**src/rtl/sseg_char_scheduler.sv**
```systemverilog
// Paces decoded Morse characters onto an 8-digit seven-segment display:
// a small FIFO feeds a shift register of digits with a minimum dwell between shifts.
module sseg_char_scheduler #(
    parameter int         DWELL      = 12500000,
    parameter logic [5:0] BLANK_CODE = 6'h3F,
    parameter int         FIFO_AW    = 2
) (
    input  logic       clk,
    input  logic       reset,
    input  logic       in_valid,
    input  logic [5:0] in_code,
    output logic       in_ready,
    input  logic       cmd_clear,
    input  logic       cmd_backspace,
    output logic [5:0] disp0,
    output logic [5:0] disp1,
    output logic [5:0] disp2,
    output logic [5:0] disp3,
    output logic [5:0] disp4,
    output logic [5:0] disp5,
    output logic [5:0] disp6,
    output logic [5:0] disp7,
    output logic [3:0] count,
    output logic       busy
);

    localparam int                 DEPTH      = 1 << FIFO_AW;
    localparam int                 CW         = (DWELL > 1) ? $clog2(DWELL) : 1;
    localparam logic [FIFO_AW:0]   FULL_OCC   = {1'b1, {FIFO_AW{1'b0}}};
    localparam logic [CW-1:0]      DWELL_LOAD = CW'(DWELL - 1);

    typedef enum logic {IDLE, DWELL_S} state_t;

    state_t              state, state_n;
    logic [CW-1:0]       cnt, cnt_n;
    logic                pend, pend_n;
    logic                do_shift, do_bksp;

    logic [5:0]          mem [DEPTH];
    logic [FIFO_AW-1:0]  wr_ptr, rd_ptr;
    logic [FIFO_AW:0]    occ, occ_n;
    logic                fifo_empty, push;

    logic [7:0][5:0]     disp;

    assign fifo_empty = (occ == '0);
    assign push       = in_valid && in_ready && !cmd_clear;
    assign busy       = (state == DWELL_S) || !fifo_empty;

    always_ff @(posedge clk) begin
        if (reset) begin
            state <= IDLE;
            cnt   <= '0;
            pend  <= 1'b0;
        end else begin
            state <= state_n;
            cnt   <= cnt_n;
            pend  <= pend_n;
        end
    end

    // Clear overrides everything; in IDLE a backspace (pending or live) wins over a shift.
    always_comb begin
        state_n  = state;
        cnt_n    = cnt;
        pend_n   = pend;
        do_shift = 1'b0;
        do_bksp  = 1'b0;
        if (cmd_clear) begin
            state_n = IDLE;
            cnt_n   = '0;
            pend_n  = 1'b0;
        end else begin
            case (state)
                IDLE: begin
                    if (pend || cmd_backspace) begin
                        do_bksp = 1'b1;
                        pend_n  = 1'b0;
                    end else if (!fifo_empty) begin
                        do_shift = 1'b1;
                        state_n  = DWELL_S;
                        cnt_n    = DWELL_LOAD;
                    end
                end
                DWELL_S: begin
                    if (cmd_backspace) pend_n = 1'b1;
                    if (cnt == '0) state_n = IDLE;
                    else           cnt_n   = cnt - 1'b1;
                end
                default: state_n = IDLE;
            endcase
        end
    end

    always_comb begin
        occ_n = occ;
        if (push && !do_shift)      occ_n = occ + 1'b1;
        else if (!push && do_shift) occ_n = occ - 1'b1;
    end

    // in_ready is registered from next occupancy, so a pop re-opens it one cycle later.
    always_ff @(posedge clk) begin
        if (reset || cmd_clear) begin
            wr_ptr   <= '0;
            rd_ptr   <= '0;
            occ      <= '0;
            in_ready <= 1'b1;
        end else begin
            if (push)     wr_ptr <= wr_ptr + 1'b1;
            if (do_shift) rd_ptr <= rd_ptr + 1'b1;
            occ      <= occ_n;
            in_ready <= (occ_n != FULL_OCC);
        end
    end

    always_ff @(posedge clk) begin
        if (push) mem[wr_ptr] <= in_code;
    end

    always_ff @(posedge clk) begin
        if (reset || cmd_clear) begin
            disp  <= {8{BLANK_CODE}};
            count <= '0;
        end else if (do_shift) begin
            disp <= {disp[6:0], mem[rd_ptr]};
            if (count != 4'd8) count <= count + 1'b1;
        end else if (do_bksp && count != '0) begin
            disp  <= {BLANK_CODE, disp[7:1]};
            count <= count - 1'b1;
        end
    end

    assign disp0 = disp[0];
    assign disp1 = disp[1];
    assign disp2 = disp[2];
    assign disp3 = disp[3];
    assign disp4 = disp[4];
    assign disp5 = disp[5];
    assign disp6 = disp[6];
    assign disp7 = disp[7];

endmodule

```
**config.mk**
```make
export PLATFORM = sky130hd
export DESIGN_NAME = sseg_char_scheduler
export DESIGN_NICKNAME = d
export VERILOG_FILES = /design/src/rtl/sseg_char_scheduler.sv
export SDC_FILE = /design/constraint.sdc
export NUM_CORES = 1
export LEC_CHECK = 0
export CORE_AREA = 4 4 100 102
export DETAILED_ROUTE_END_ITERATION = 16
export DIE_AREA = 0 0 104 106
export HOLD_SLACK_MARGIN = 0.12
export PLACE_DENSITY = 0.78
export SLEW_MARGIN = 20
export SYNTH_ARGS = -nofsm -noshare
export SYNTH_HDL_FRONTEND = slang
export SYNTH_SLANG_ARGS = --single-unit
```
**constraint.sdc**
```tcl
create_clock -name clk -period 4.2 [get_ports clk]
set_input_delay 0.84 -clock clk [delete_from_list [all_inputs] [get_ports clk]]
set_output_delay 0.84 -clock clk [all_outputs]
set_load 0.005 [all_outputs]
```
==> metrics.yaml <==
status: "completed"
maxCapViolCount: 0
hold_viol_final: 0
synth_compound_area_share_pct: 16.8
syn2layout_area_growth_pct: 18.7
max_stage_delay_ns: 0.66
cts_root_buffer: "clkbuf_8"
synth_top_area_share_pct: 36.1
cts.path.max_buffers: 2
portBuffers: 64
startpoint_type: "input pin"
first_global_vias: 3598
tightest_slew_ns: 1.04
drtIter0Drc: 203
syn_area_um2: 4890
fp.dieH_um: 106
yosysMostFrequentCell: "nand2_1"
cts.sinks: 112
start_util_pct: 53.6
syn_nets: 525
ys_warn_count: 0
place_congestion: 0.857
core_area_um2: 9110
cts_tree: "done"
cellPowerDensity_nw_per_um2: 355
yosys.area.top_type: "dfxtp_1"
fin_crit_ns: 3.08
hp-class: "reg -> reg"
wl_per_cell_um: 16.6
timing.setup.tns_ns: 0
synth-main-ff-cell: "dfxtp_1"
crit_required_ns: 4.50
wl_um: 11200
die-area_um2: 11000
p_clk_share_pct: 28.2
vias: 4115
path_buf_inv: 2
p_comb_share_pct: 15.4
post-route-period-util_pct: 73.4
synth_edf_count: 24
power_switching_mw: 0.583
synth_commonest_cells: "nand2_1, dfxtp_1, a221oi_1"
async_flop_share_pct: 0
yosysSeqAreaShare_pct: 50.8
slew_violations: 0
fp-row-count: 35
synth_xor_area_share_pct: 3.41
endpoint_kind: "register"
grt_max_degree: 55
intPower_mw: 1.48
cts_resized: 0
fin_area_um2: 5800
max_freq_ghz: 0.324
muxShareOfSynthArea_pct: 3.41
cpLargestDelayFamily: "buffers and inverters"
avgSynthCellArea_um2: 9.71
hold_buffers: 0
synth_top_family_by_area: "simple AND/OR/NAND/NOR gates"
path_clk_slew_ns: 0.11
ys_ff_latch: 112
grt_remaining_overflow: 0
rsz0062_at_grt: "false"
drive_gt1_share_pct: 6.41
max-vdd-ir-drop_uv: 181
cts_setup_buffers: 0
placed_area_um2: 5630
synthSimpleGateAreaFrac_pct: 19.9
antenna_found_initial: 0
worstPathArrival_ns: 3.38
swShare_pct: 28.3
firstDrtPassIters: 4
n_antenna_cell: 0
synth.area.top_cells: "dfxtp_1, edfxtp_1, nand2_1"
path_cells: "clkdlybuf4s50_1 > nor4_4 > buf_4 > xnor2_1 > ha_1 > a211oi_1 > a2111o_1 > a21oi_1"
max-slew-margin-rel_pct: 30.8
p_leak_nw: 2.26
synth-adder-area-share_pct: 2.82
grt_first_pass_wirelength_um: 18000
dp.final_hpwl_um: 7780
nets: 579
setup_viol: 0
clk-insertion-delay-late_ns: 0.37
h-tree-depth: 3
seqPwrFrac_pct: 56.3
vias_per_cell: 6.11
cp_max_fo: 54
grt_use_total_pct: 19.8
fin_worst_skew_ns: 0.00758
die_width_um: 104
synth_cells: 503
postRouteAntennaNets: 0
slowest_stage: "clkdlybuf4s50_1"
drc: 0
path_class: "in -> reg"
ios: 65
cts_made_buffers: 9
ys_types: 52
==> area by class of cell <==
type | count | area (um2)
tap | 111 | 139
sequential | 112 | 2480
timing repair buffer | 71 | 693
multi-input combinational | 354 | 2280
clock inverter | 6 | 45.0
clock buffer | 10 | 128
fill | 726 | 3310
inverter | 9 | 33.8
==> placed cells by master (no fill, tap or decap), types with 2 or more instances in the layout <==
master	n
nand2_1	100
dfxtp_1	88
clkdlybuf4s50_1	64
a221oi_1	42
nor2_1	28
edfxtp_1	24
nor3_1	18
a21oi_1	18
o21ai_0	15
xor2_1	11
ha_1	11
or3_1	10
clkbuf_8	9
inv_1	8
xnor2_1	8
o211ai_1	7
a31oi_1	7
buf_4	7
mux4_2	6
or4_1	6
nor3b_1	5
nand2b_1	5
nand3_1	5
nor4_1	4
nand4_1	4
a211oi_1	4
o2111ai_1	4
o21ai_1	3
and3_1	3
o31ai_1	3
nor3_2	2
and2_1	2
mux2i_1	2
and4_1	2
clkinv_4	2
==> path summary, 6_finish.rpt <==
kind / from / to / slack (ns) / depth (start not counted)
min: disp0[2]$_SDFFE_PP1P_ / disp0[2]$_SDFFE_PP1P_ / 0.46 / 2
min reg2reg: disp0[2]$_SDFFE_PP1P_ / disp0[2]$_SDFFE_PP1P_ / 0.46 / 2
max reg2reg: occ[0]$_SDFF_PP0_ / count[2]$_SDFFE_PP0P_ / 1.45 / 10
max: cmd_clear / count[2]$_SDFFE_PP0P_ / 1.12 / 8
==> registers in the layout, summed over array words and instances, names as in the netlist, 3 cells and up, named ones only <==
register / count
disp6: 6
disp3: 6
count: 4
disp4: 6
occ: 3
disp5: 6
disp2: 6
disp1: 6
disp0: 6
cnt: 24
disp7: 6
mem: 24
==> power by group through the flow <==
stage               Combinational, mW  Clock [mW]  Sequential (mW)
global route                    0.352       0.632             1.16
global placement                0.305           0             1.18
detailed placement              0.313           0             1.18
finish                          0.317       0.581             1.16
floorplan                       0.219           0             1.17
CTS                             0.315       0.594             1.16
==> through the flow <==
step	power, mW	hold slack [ns]	util, %	cells	setup slack (ns)
floorplan	1.39	0.447	-	503	1.36
global placement	1.49	0.443	61.8	657	0.862
detailed placement	1.50	0.448	61.8	657	0.772
CTS	2.07	0.462	63.7	673	1.15
global route	2.15	0.487	63.7	673	1.03
finish	2.06	0.457	63.7	673	1.12
==> worst min-delay path, stage by stage (launching register included) <==
cell,delay [ns]
dfxtp_1,0.34
nand2_1,0.05
nand2_1,0.04
==> cell families after synthesis <==
family                   count (synthesis)
buffers and inverters                   37
AND/OR/NAND/NOR                        203
multiplexers                             9
adder cells (fa/ha/maj)                 11
flip-flops                             112
XOR/XNOR                                19
AO/OA/AOI/OAI                          112
==> routing by layer <==
metal | vias up | track usage (%) | part of all wire [%]
li1 | 1986 | - | -
met1 | 1960 | 26.4 | 45
met2 | 153 | 32.2 | 46
met3 | 16 | 3.46 | 6.5
met4 | 0 | 8.07 | 2.1
met5 | - | 0 | 0
No activity file was read; power rests on OpenSTA's default activity.
